## src/rtl/panda_risc_v_ifu_pkg.sv

```systemverilog
// Shared IFU definitions: fetch-PC sequencer state encoding and address width.
package panda_risc_v_ifu_pkg;

  localparam int IMEM_ADDR_W = 32;

  typedef enum logic [1:0] {
    ST_RST_REQ    = 2'd0,
    ST_REQ        = 2'd1,
    ST_WAIT       = 2'd2,
    ST_JALR_STALL = 2'd3
  } pc_seq_state_e;

endpackage

```

## src/rtl/panda_risc_v_pc_seq.sv

```systemverilog
// Fetch-PC sequencer: owns the fetch PC, issues one imem request at a time,
// holds JALR until RS1 is ready and buffers accepted instructions for decode.
//   state         | meaning
//   ST_RST_REQ    | ask next-PC generator for reset PC and load it
//   ST_REQ        | present fetch request for now_pc
//   ST_WAIT       | waiting for the fetch response
//   ST_JALR_STALL | JALR captured, waiting for rs1_vld
module panda_risc_v_pc_seq
  import panda_risc_v_ifu_pkg::*;
#(
  parameter int simulation_delay = 1
) (
  input  logic                   clk,
  input  logic                   rst,
  input  logic [IMEM_ADDR_W-1:0] rst_pc,
  input  logic                   flush_req,
  input  logic [IMEM_ADDR_W-1:0] flush_addr,
  output logic [IMEM_ADDR_W-1:0] now_pc,
  output logic                   to_rst,
  output logic                   to_flush,
  output logic [IMEM_ADDR_W-1:0] flush_addr_hold,
  input  logic [IMEM_ADDR_W-1:0] new_pc,
  input  logic                   to_jump,
  input  logic                   is_jalr_inst,
  input  logic                   rs1_vld,
  output logic                   imem_req_valid,
  input  logic                   imem_req_ready,
  output logic [IMEM_ADDR_W-1:0] imem_req_addr,
  input  logic                   imem_resp_valid,
  output logic                   imem_resp_ready,
  input  logic [31:0]            imem_resp_inst,
  output logic                   if_out_valid,
  input  logic                   if_out_ready,
  output logic [31:0]            if_out_inst,
  output logic [IMEM_ADDR_W-1:0] if_out_pc,
  output logic                   if_out_prdt_jump
);

  // rst_pc reaches now_pc through the external generator while to_rst is high.
  localparam int unused_sim_delay = simulation_delay;
  logic unused_rst_pc;
  assign unused_rst_pc = ^rst_pc;

  pc_seq_state_e state_q, state_d;
  logic [IMEM_ADDR_W-1:0] now_pc_q, now_pc_d;
  logic                   flush_pending_q, flush_pending_d;
  logic [IMEM_ADDR_W-1:0] flush_addr_q, flush_addr_d;
  logic [31:0]            stall_inst_q, stall_inst_d;
  logic                   stall_jump_q, stall_jump_d;
  logic                   out_valid_q, out_valid_d;
  logic [31:0]            out_inst_q, out_inst_d;
  logic [IMEM_ADDR_W-1:0] out_pc_q, out_pc_d;
  logic                   out_jump_q, out_jump_d;

  logic flush_req_g, flush_eff, resp_hs, out_free;

  assign flush_req_g = flush_req & ~rst;
  assign flush_eff   = flush_req_g | flush_pending_q;
  assign out_free    = ~out_valid_q | if_out_ready;

  always_ff @(posedge clk) begin
    if (rst) begin
      state_q         <= ST_RST_REQ;
      now_pc_q        <= '0;
      flush_pending_q <= 1'b0;
      flush_addr_q    <= '0;
      stall_inst_q    <= '0;
      stall_jump_q    <= 1'b0;
      out_valid_q     <= 1'b0;
      out_inst_q      <= '0;
      out_pc_q        <= '0;
      out_jump_q      <= 1'b0;
    end else begin
      state_q         <= state_d;
      now_pc_q        <= now_pc_d;
      flush_pending_q <= flush_pending_d;
      flush_addr_q    <= flush_addr_d;
      stall_inst_q    <= stall_inst_d;
      stall_jump_q    <= stall_jump_d;
      out_valid_q     <= out_valid_d;
      out_inst_q      <= out_inst_d;
      out_pc_q        <= out_pc_d;
      out_jump_q      <= out_jump_d;
    end
  end

  always_comb begin
    to_rst          = (state_q == ST_RST_REQ);
    imem_req_valid  = (state_q == ST_REQ);
    imem_resp_ready = (state_q == ST_WAIT) & (flush_eff | out_free);
    resp_hs         = imem_resp_valid & imem_resp_ready;
    to_flush        = ((state_q == ST_WAIT) & resp_hs & flush_eff) |
                      ((state_q == ST_JALR_STALL) & flush_eff);
    flush_addr_hold = flush_req_g ? flush_addr : flush_addr_q;
  end

  always_comb begin
    logic       load_out;
    logic [31:0] load_inst;
    logic        load_jump;
    state_d         = state_q;
    now_pc_d        = now_pc_q;
    flush_pending_d = flush_pending_q | flush_req_g;
    flush_addr_d    = flush_req_g ? flush_addr : flush_addr_q;
    stall_inst_d    = stall_inst_q;
    stall_jump_d    = stall_jump_q;
    load_out        = 1'b0;
    load_inst       = imem_resp_inst;
    load_jump       = to_jump;

    case (state_q)
      ST_RST_REQ: begin
        now_pc_d = new_pc;
        state_d  = ST_REQ;
      end
      ST_REQ: begin
        if (imem_req_ready) state_d = ST_WAIT;
      end
      ST_WAIT: begin
        if (resp_hs && !flush_eff) begin
          if (is_jalr_inst && !rs1_vld) begin
            stall_inst_d = imem_resp_inst;
            stall_jump_d = to_jump;
            state_d      = ST_JALR_STALL;
          end else begin
            now_pc_d = new_pc;
            load_out = 1'b1;
            state_d  = ST_REQ;
          end
        end
      end
      ST_JALR_STALL: begin
        if (!flush_eff && rs1_vld && out_free) begin
          now_pc_d  = new_pc;
          load_out  = 1'b1;
          load_inst = stall_inst_q;
          load_jump = stall_jump_q;
          state_d   = ST_REQ;
        end
      end
      default: state_d = ST_RST_REQ;
    endcase

    // A flush discards any fetched or stalled instruction and redirects fetch.
    if (to_flush) begin
      now_pc_d        = new_pc;
      flush_pending_d = 1'b0;
      state_d         = ST_REQ;
    end

    out_inst_d = out_inst_q;
    out_pc_d   = out_pc_q;
    out_jump_d = out_jump_q;
    if (flush_eff) begin
      out_valid_d = 1'b0;
    end else if (load_out) begin
      out_valid_d = 1'b1;
      out_inst_d  = load_inst;
      out_pc_d    = now_pc_q;
      out_jump_d  = load_jump;
    end else if (if_out_ready) begin
      out_valid_d = 1'b0;
    end else begin
      out_valid_d = out_valid_q;
    end
  end

  assign now_pc           = now_pc_q;
  assign imem_req_addr    = now_pc_q;
  assign if_out_valid     = out_valid_q;
  assign if_out_inst      = out_inst_q;
  assign if_out_pc        = out_pc_q;
  assign if_out_prdt_jump = out_jump_q;

endmodule

```

## config.mk

```make
export PLATFORM = sky130hd
export DESIGN_NAME = panda_risc_v_pc_seq
export DESIGN_NICKNAME = d
export VERILOG_FILES = /design/src/rtl/panda_risc_v_ifu_pkg.sv /design/src/rtl/panda_risc_v_pc_seq.sv
export SDC_FILE = /design/constraint.sdc
export NUM_CORES = 1
export LEC_CHECK = 0
export CAP_MARGIN = 0
export CORE_ASPECT_RATIO = 0.8
export CORE_MARGIN = 8
export CORE_UTILIZATION = 40
export DETAILED_ROUTE_END_ITERATION = 10
export GPL_ROUTABILITY_DRIVEN = 1
export PLACE_DENSITY_LB_ADDON = 0.12
export SETUP_SLACK_MARGIN = 0.2
export SLEW_MARGIN = 40
export SYNTH_ARGS = -nofsm -noshare
export SYNTH_HDL_FRONTEND = slang
export SYNTH_SLANG_ARGS = --single-unit
```

## constraint.sdc

```tcl
create_clock -name clk -period 6.44 [get_ports clk]
set_input_delay 1.932 -clock clk [delete_from_list [all_inputs] [get_ports clk]]
set_output_delay 1.932 -clock clk [all_outputs]
set_load 0.02 [all_outputs]
```

---- Word-level counts from Yosys, hierarchy flattened ----
Index checks and enable logic that the tools add are counted.
storage, ports and cells
  register bits ........................... 166
  bits of input ports ..................... 137
  output and inout port bits .............. 166
  logic and storage cells ................. 72
cells by class
  eq/ne operators ......................... 10
  mux-type cells .......................... 22
  bitwise logic cells ..................... 13
  reduce and logical (&&, ||, !) cells .... 16
operator list
  operator                                               number
  2-to-1 mux 32 bit                                      7
  case mux 32 bit (3 select lines)                       1
  inequality test 3 x 2 -> 1 bit, second input constant  3
  AND reduction 3 bit                                    3
  2-to-1 mux 1 bit                                       8
  2-to-1 mux 2 bit                                       4
  case mux 2 bit (4 select lines)                        1
  bitwise AND 1 bit                                      6
  inequality test 2 x 1 -> 1 bit, second input constant  3
  equality test 2 bit, second input constant             2
  logical AND 1 bit                                      4
  OR 1 bit                                               4
  AND reduction 4 bit                                    1
  nonzero test 4 bit                                     1
  OR reduction 2 bit                                     2
  inequality test 3 bit, second input constant           1
  NOT 1 bit                                              3
  equality test 2 x 1 -> 1 bit, second input constant    1
  zero test 1 bit                                        2
  zero test 2 bit                                        1
  case mux 1 bit (2 select lines)                        1
  AND reduction 2 bit                                    1
  nonzero test 2 bit                                     1

---- Depth between registers and ports, before layout ----
Gate-level depths: netlist of run 1.
  depth in word-level cells ............... 11
  depth in mapped cells ................... 9

---- Worst setup path before layout of run 1 ----
Ideal clock, no wire load.
  kind .................................... input to output
  start point ............................. input rst
  end point ............................... output imem_resp_ready
  arrival ................................. 2980 ps
  required time ........................... 4508 ps
  slack ................................... 1528 ps
  stages .................................. 6
  path buffers ............................ 3
  path through ............................ buf_4 -> nor2b_1 -> buf_6 -> buf_2 -> or3_1 -> and2_1
between the ends
  word-level cells in the longest chain between the ends .. 5
ends and longest elaborated chain
  what                RTL line                   source
  start: declaration  panda_risc_v_pc_seq.sv:14  input logic rst,
  NOT 1 bit           panda_risc_v_pc_seq.sv:57  assign flush_req_g = flush_req & ~rst;
  bitwise AND 1 bit   panda_risc_v_pc_seq.sv:57
  OR 1 bit            panda_risc_v_pc_seq.sv:58  assign flush_eff = flush_req_g | flush_pending_q;
  OR 1 bit            panda_risc_v_pc_seq.sv:90  imem_resp_ready = (state_q == ST_WAIT) & (flush_eff | out_free);
  bitwise AND 1 bit   panda_risc_v_pc_seq.sv:90
  end: declaration    panda_risc_v_pc_seq.sv:30  output logic imem_resp_ready,
No other way between the ends.

---- Worst setup path in the final report of run 1 ----
  start point ............................. input flush_req
  end point ............................... output imem_resp_ready
between the ends
  word-level cells in the longest chain between the ends .. 4
ends and longest elaborated chain
  what                RTL line                   source
  start: declaration  panda_risc_v_pc_seq.sv:16  input logic flush_req,
  bitwise AND 1 bit   panda_risc_v_pc_seq.sv:57
  OR 1 bit            panda_risc_v_pc_seq.sv:58
  OR 1 bit            panda_risc_v_pc_seq.sv:90
  bitwise AND 1 bit   panda_risc_v_pc_seq.sv:90
No other way between the ends.

==> results.yml, run 1 <==
worst_setup_path:
  worst_setup_path_end_kind: "output port"
  path_class: "input pin to output port"
  critPathMaxStageDelay_ns: 0.57
  endpoint: "imem_resp_ready"
  crit_top_cell: "clkdlybuf4s50_1"
  worstPathCellList: "clkdlybuf4s50_1, nor2b_4, buf_12, or3_1, and2_1, clkdlybuf4s50_1"
  required_ns: 4.51
  crit_slowest_cell: "clkdlybuf4s50_1"
  ff2ff_setup_slack_ns: 3.99
  reg2reg_depth: 8
  crit_path_max_fanout: 35
  critical_path.startpoint: "flush_req"
  worstPathArrival_ns: 3.78
  cp-start-kind: "input pin"
  r2r_start: "state_q[0]$_SDFFE_PP0P_"
  r2r_end: "if_out_inst[17]$_SDFFE_PP0P_"
grt:
  antenna_found_initial: 1
  grt_max_degree: 110
  grt_pass1_vias: 5381
  grt_pass1_wl_um: 29900
  globalRouteOverflowTotal: 0
  track_usage_pct: 17.11
synth:
  ys_ff_latch: 166
  yosysMostFrequentCell: "dfxtp_1"
  ys.flop_type: "dfxtp_1"
  synth_common_cells: "dfxtp_1 (166), nand2_1 (132), nand2b_1 (68)"
  synth-edff-count: 0
  synth_area_leaders: "dfxtp_1 (47%), mux2i_1 (9.2%), nand2_1 (7.0%), nand2b_1 (6.0%), mux2_2 (5.3%)"
  yosysSeqAreaShare_pct: 47.04
  ys_warn_count: 0
  yosysTopAreaCellShare_pct: 47.04
  syn_nets: 896
  synth_area_um2: 7064
  avgSynthCellArea_um2: 9.369
  synth-async-reset-ratio_pct: 0
  synth.distinct_cells: 34
  netlist_instances: 754
  yosysTopAreaCell: "dfxtp_1"
timing:
  max_freq_mhz: 175.0
  report.final.slew_viol_count: 0
  setup_viol: 0
  rsz0062_at_grt: "no"
  final.period_utilization_pct: 88.73
  clock_skew_ns: 0.01157
  tns_ns: 0
  relSlewSlack_pct: 47.22
  fin_crit_ns: 5.714
  hold_viol_final: 0
  tightest_slew_ns: 0.7898
route:
  wl_um: 19560
  num_vias: 5644
  antenna_left: 0
  wl_per_cell_um: 16.25
  drt_iter0_drc: 268
  drtPass1Iterations: 4
  viasPerCell: 4.688
  remaining_drc_errors: 0
place:
  placed_cells: 1172
  dp_hpwl_um: 13710
  port_buffers: 270
  place.gp.congestion: 0.7687
  placed_area_um2: 9622
finish:
  fin_cells: 1204
  final_core_util_pct: 59.30
  design_area_um2: 10270
  seq_area_um2: 3323
  area_delta_synth_final_pct: 45.41
  drive_gt1_share_pct: 9.397
  fin_nets: 1108
  num_antenna_cells: 0
  num-fill-cells: 1530
  multi_input_area_um2: 3194
power_and_ir_drop:
  ir_worst_vdd_mv: 0.1510
  total_power_mw: 2.814
  leakagePower_nw: 3.662
  p_per_area_nw_per_um2: 274.0
floorplan:
  dieWidth_um: 164.6
  die_area_um2: 22200
  io_pins: 303
  start_util_pct: 40.78
  coreArea_um2: 17320
  rows: 43
  dieHeight_um: 134.9
flow_run:
  cap_viol_max_count: 0
clock_tree:
  cts-buffers-inserted: 17
  h-tree-depth: 4
  cts.sinks: 166
  cts_resized: 0
  cts-root-buf: "clkbuf_16"
  holdBufCountCts: 0
  tritoncts: "built"
  clk_pin_slew_ns: 0.07
  cts_buffer_depth: 2
  clkLatencyLatePin_ns: 0.42
  post_cts_buffers: 0
outcome:
  status: "complete, no violations"
hold_path:
  hp-class: "flip-flop to flip-flop"
routing by layer:
layer | vias to the layer above | GRT usage, % | routed length, um | share of wire (%)
met1 | 2571 | 20.22 | 8076 | 41
met4 | 2 | 4.196 | 131 | 0.67
li1 | 2890 | - | - | -
met3 | 11 | 9.127 | 2171 | 11
met5 | - | 0 | 10 | 0.051
met2 | 170 | 26.75 | 9171 | 47
final cells by class:
| cell class | instances | share of cell area (%) |
|---|---|---|
| sequential | 166 | 32.35 |
| multi-input combinational | 496 | 31.10 |
| inverter | 7 | 0.2558 |
| timing repair buffer | 278 | 27.22 |
| clock inverter | 14 | 2.058 |
| tap | 225 | 2.741 |
| clock buffer | 18 | 4.275 |
stage by stage:
step,worst slack [ns],hold WS (ns)
finish,0.7256,0.4522
global route,0.6238,0.4688
CTS,0.6967,0.4549
detailed placement,0.7220,0.4456
global placement,0.7274,0.4408
floorplan,1.528,0.4360
where the power goes:
part | internal [mW] | switching, mW | total [mW]
registers | 1.08 | 0.0460 | 1.13
clock network | 0.672 | 0.447 | 1.12
logic | 0.292 | 0.276 | 0.568
kinds of logic after synthesis:
| kind of cell | count (synthesis) | synth area share (%) |
|---|---|---|
| AOI/OAI and AO/OA | 110 | 10.08 |
| adders and majority gates | 5 | 0.8856 |
| muxes | 98 | 14.47 |
| and+or+nand+nor | 283 | 19.61 |
| buffers and inverters | 92 | 7.917 |
| DFF | 166 | 47.04 |
state kept, by name, indices dropped and copies added (netlist names):
register,flops
if_out_pc,32
flush_pending_q,1
imem_req_addr,32
if_out_valid,1
stall_inst_q,32
state_q,2
stall_jump_q,1
if_out_prdt_jump,1
flush_addr_q,32
if_out_inst,32
worst min path at each step:
stage	start	end	cells past startpoint
finish	if_out_pc[18]$_SDFFE_PP0P_	if_out_pc[18]$_SDFFE_PP0P_	2
global route	if_out_pc[6]$_SDFFE_PP0P_	if_out_pc[6]$_SDFFE_PP0P_	2
CTS	if_out_pc[14]$_SDFFE_PP0P_	if_out_pc[14]$_SDFFE_PP0P_	2
detailed placement	if_out_pc[14]$_SDFFE_PP0P_	if_out_pc[14]$_SDFFE_PP0P_	2
global placement	if_out_pc[23]$_SDFFE_PP0P_	if_out_pc[23]$_SDFFE_PP0P_	2
floorplan	stall_inst_q[0]$_SDFFE_PP0P_	stall_inst_q[0]$_SDFFE_PP0P_	2
worst max-delay path: cells and delay by family:
family / cells / cell delay, ns
buffers and inverters: 3 / 1.16
and+or+nand+nor: 3 / 0.69
placed cells by master, fill, tap and decap left out, types with 4 or more instances in the layout:
cell and n:
ha_1 5, a211oi_2 10, a21oi_1 67, bufinv_16 4
nor2_1 39, dfxtp_1 166, nand2_1 132, clkbuf_16 17
mux2i_1 65, buf_4 4, a211oi_1 24, clkdlybuf4s50_1 269
nor2b_1 32, mux2_2 33, inv_1 6, nand2b_1 68
Power figures use the tool's default switching activity.
==> run 2, diff against run 1 <==
Settings changed: RECOVER_POWER set to 50.
==> results.yml, run 2 (synthesized netlist as in run 1, its figures left out) <==
power_and_ir_drop:
  leakagePower_nw: 4.030
  switching_share_pct: 27.44
  seq_power_share_pct: 40.4
  p_comb_share_pct: 19.5
  p_per_area_nw_per_um2: 271.8
  p_clk_share_pct: 40.2
  ir_worst_vdd_mv: 0.1507
  power.switching_uw: 763.8
  p_int_mw: 2.019
clock_tree:
  post_cts_buffers: 0
  h-tree-depth: 4
  clkLatencyLatePin_ns: 0.42
  holdBufCountCts: 0
  cts_resized: 0
  clk_pin_slew_ns: 0.07
  cts.sinks: 166
  tritoncts: "built"
  cts_buffer_depth: 2
  cts-root-buf: "clkbuf_16"
  cts-buffers-inserted: 17
hold_path:
  holdPathStages: 2
  hp-class: "flip-flop to flip-flop"
worst_setup_path:
  worst_setup_path_end_kind: "output port"
  crit_path_max_fanout: 35
  path_class: "input pin to output port"
  reg2reg_depth: 8
  required_ns: 4.51
  cp-start-kind: "input pin"
  worstPathArrival_ns: 3.94
finish:
  drive_gt1_share_pct: 8.784
  num_antenna_cells: 0
  final_core_util_pct: 59.11
  fin_nets: 1108
  final_cell_mix: "dfxtp_1 (166), clkdlybuf4s50_1 (138), nand2_1 (132)"
  area_delta_synth_final_pct: 44.95
  final_common_cell: "dfxtp_1"
route:
  drt_iter0_drc: 283
  viasPerCell: 4.723
  wl_per_cell_um: 16.20
  remaining_drc_errors: 0
  num_vias: 5687
  antenna_left: 0
  wl_um: 19500
  drtPass1Iterations: 4
timing:
  fin_crit_ns: 5.871
  relSlewSlack_pct: -27.01
  rsz0062_at_grt: "no"
  hold_viol_final: 0
  max_freq_mhz: 170.3
  clock_skew_ns: 0.01157
  setup_viol: 0
  final.period_utilization_pct: 91.16
  report.final.slew_viol_count: 201
  layout_setup_ws_ns: 0.5692
  tns_ns: 0
  tightest_slew_ns: 1.905
place:
  pre_cts_slack_ns: 0.7220
  place.gp.congestion: 0.7687
  port_buffers: 270
  dp_hpwl_um: 13710
grt:
  globalRouteOverflowTotal: 0
  grt_pass1_wl_um: 29900
  track_usage_pct: 17.11
  grt_max_degree: 110
  grt_pass1_vias: 5381
  antenna_found_initial: 1
floorplan:
  io_pins: 303
  coreArea_um2: 17320
  dieWidth_um: 164.6
  dieHeight_um: 134.9
  die_area_um2: 22200
  rows: 43
  start_util_pct: 40.78
flow_run:
  cap_viol_max_count: 2
outcome:
  violations: "capacitance limit, slew limit"
  status: "complete, but fails checks"
==> run 2: worst paths after layout <==
path,slack (ns),end,startpoint
max,0.57,imem_resp_ready,flush_req
min,0.45,if_out_pc[18]$_SDFFE_PP0P_,if_out_pc[18]$_SDFFE_PP0P_
max reg2reg,3.96,if_out_inst[17]$_SDFFE_PP0P_,state_q[0]$_SDFFE_PP0P_
min reg2reg,0.45,if_out_pc[18]$_SDFFE_PP0P_,if_out_pc[18]$_SDFFE_PP0P_
==> run 2: cell type report <==
cell class | count | area [um^2]
inverter | 7 | 26.28
fill | 1532 | 7084
clock inverter | 14 | 211.5
sequential | 166 | 3323
clock buffer | 18 | 439.2
tap | 225 | 281.5
timing repair buffer | 278 | 2784
multi-input combinational | 496 | 3174
==> run 2: per-stage QoR <==
stage	area (um^2)	std cells	hold WS, ns	power, mW
floorplan	7064	754	0.4360	1.483
global placement	9610	1172	0.4408	1.725
detailed placement	9622	1172	0.4456	1.726
CTS	10270	1204	0.4549	2.854
global route	10240	1204	0.4659	2.905
finish	10240	1204	0.4477	2.783
==> run 2: power groups by stage <==
stage / Clock (mW) / Sequential, mW / Combinational (mW)
global route: 1.19 / 1.13 / 0.579
global placement: 0 / 1.15 / 0.574
CTS: 1.15 / 1.13 / 0.578
finish: 1.12 / 1.12 / 0.541
detailed placement: 0 / 1.15 / 0.575
floorplan: 0 / 1.19 / 0.295
==> run 2: routing by layer <==
layer | part of all wire [%] | global-route usage (%) | up-vias
li1 | - | - | 2898
met1 | 41 | 20.22 | 2601
met2 | 47 | 26.75 | 173
met3 | 11 | 9.127 | 13
met4 | 0.78 | 4.196 | 2
met5 | 0.067 | 0 | -
==> run 2: critical path: stages <==
cell and delay (ns):
dlygate4sd3_1 0.54, nor2b_1 0.16, buf_12 0.18, or3_1 0.38
and2_1 0.17, clkdlybuf4s50_1 0.57
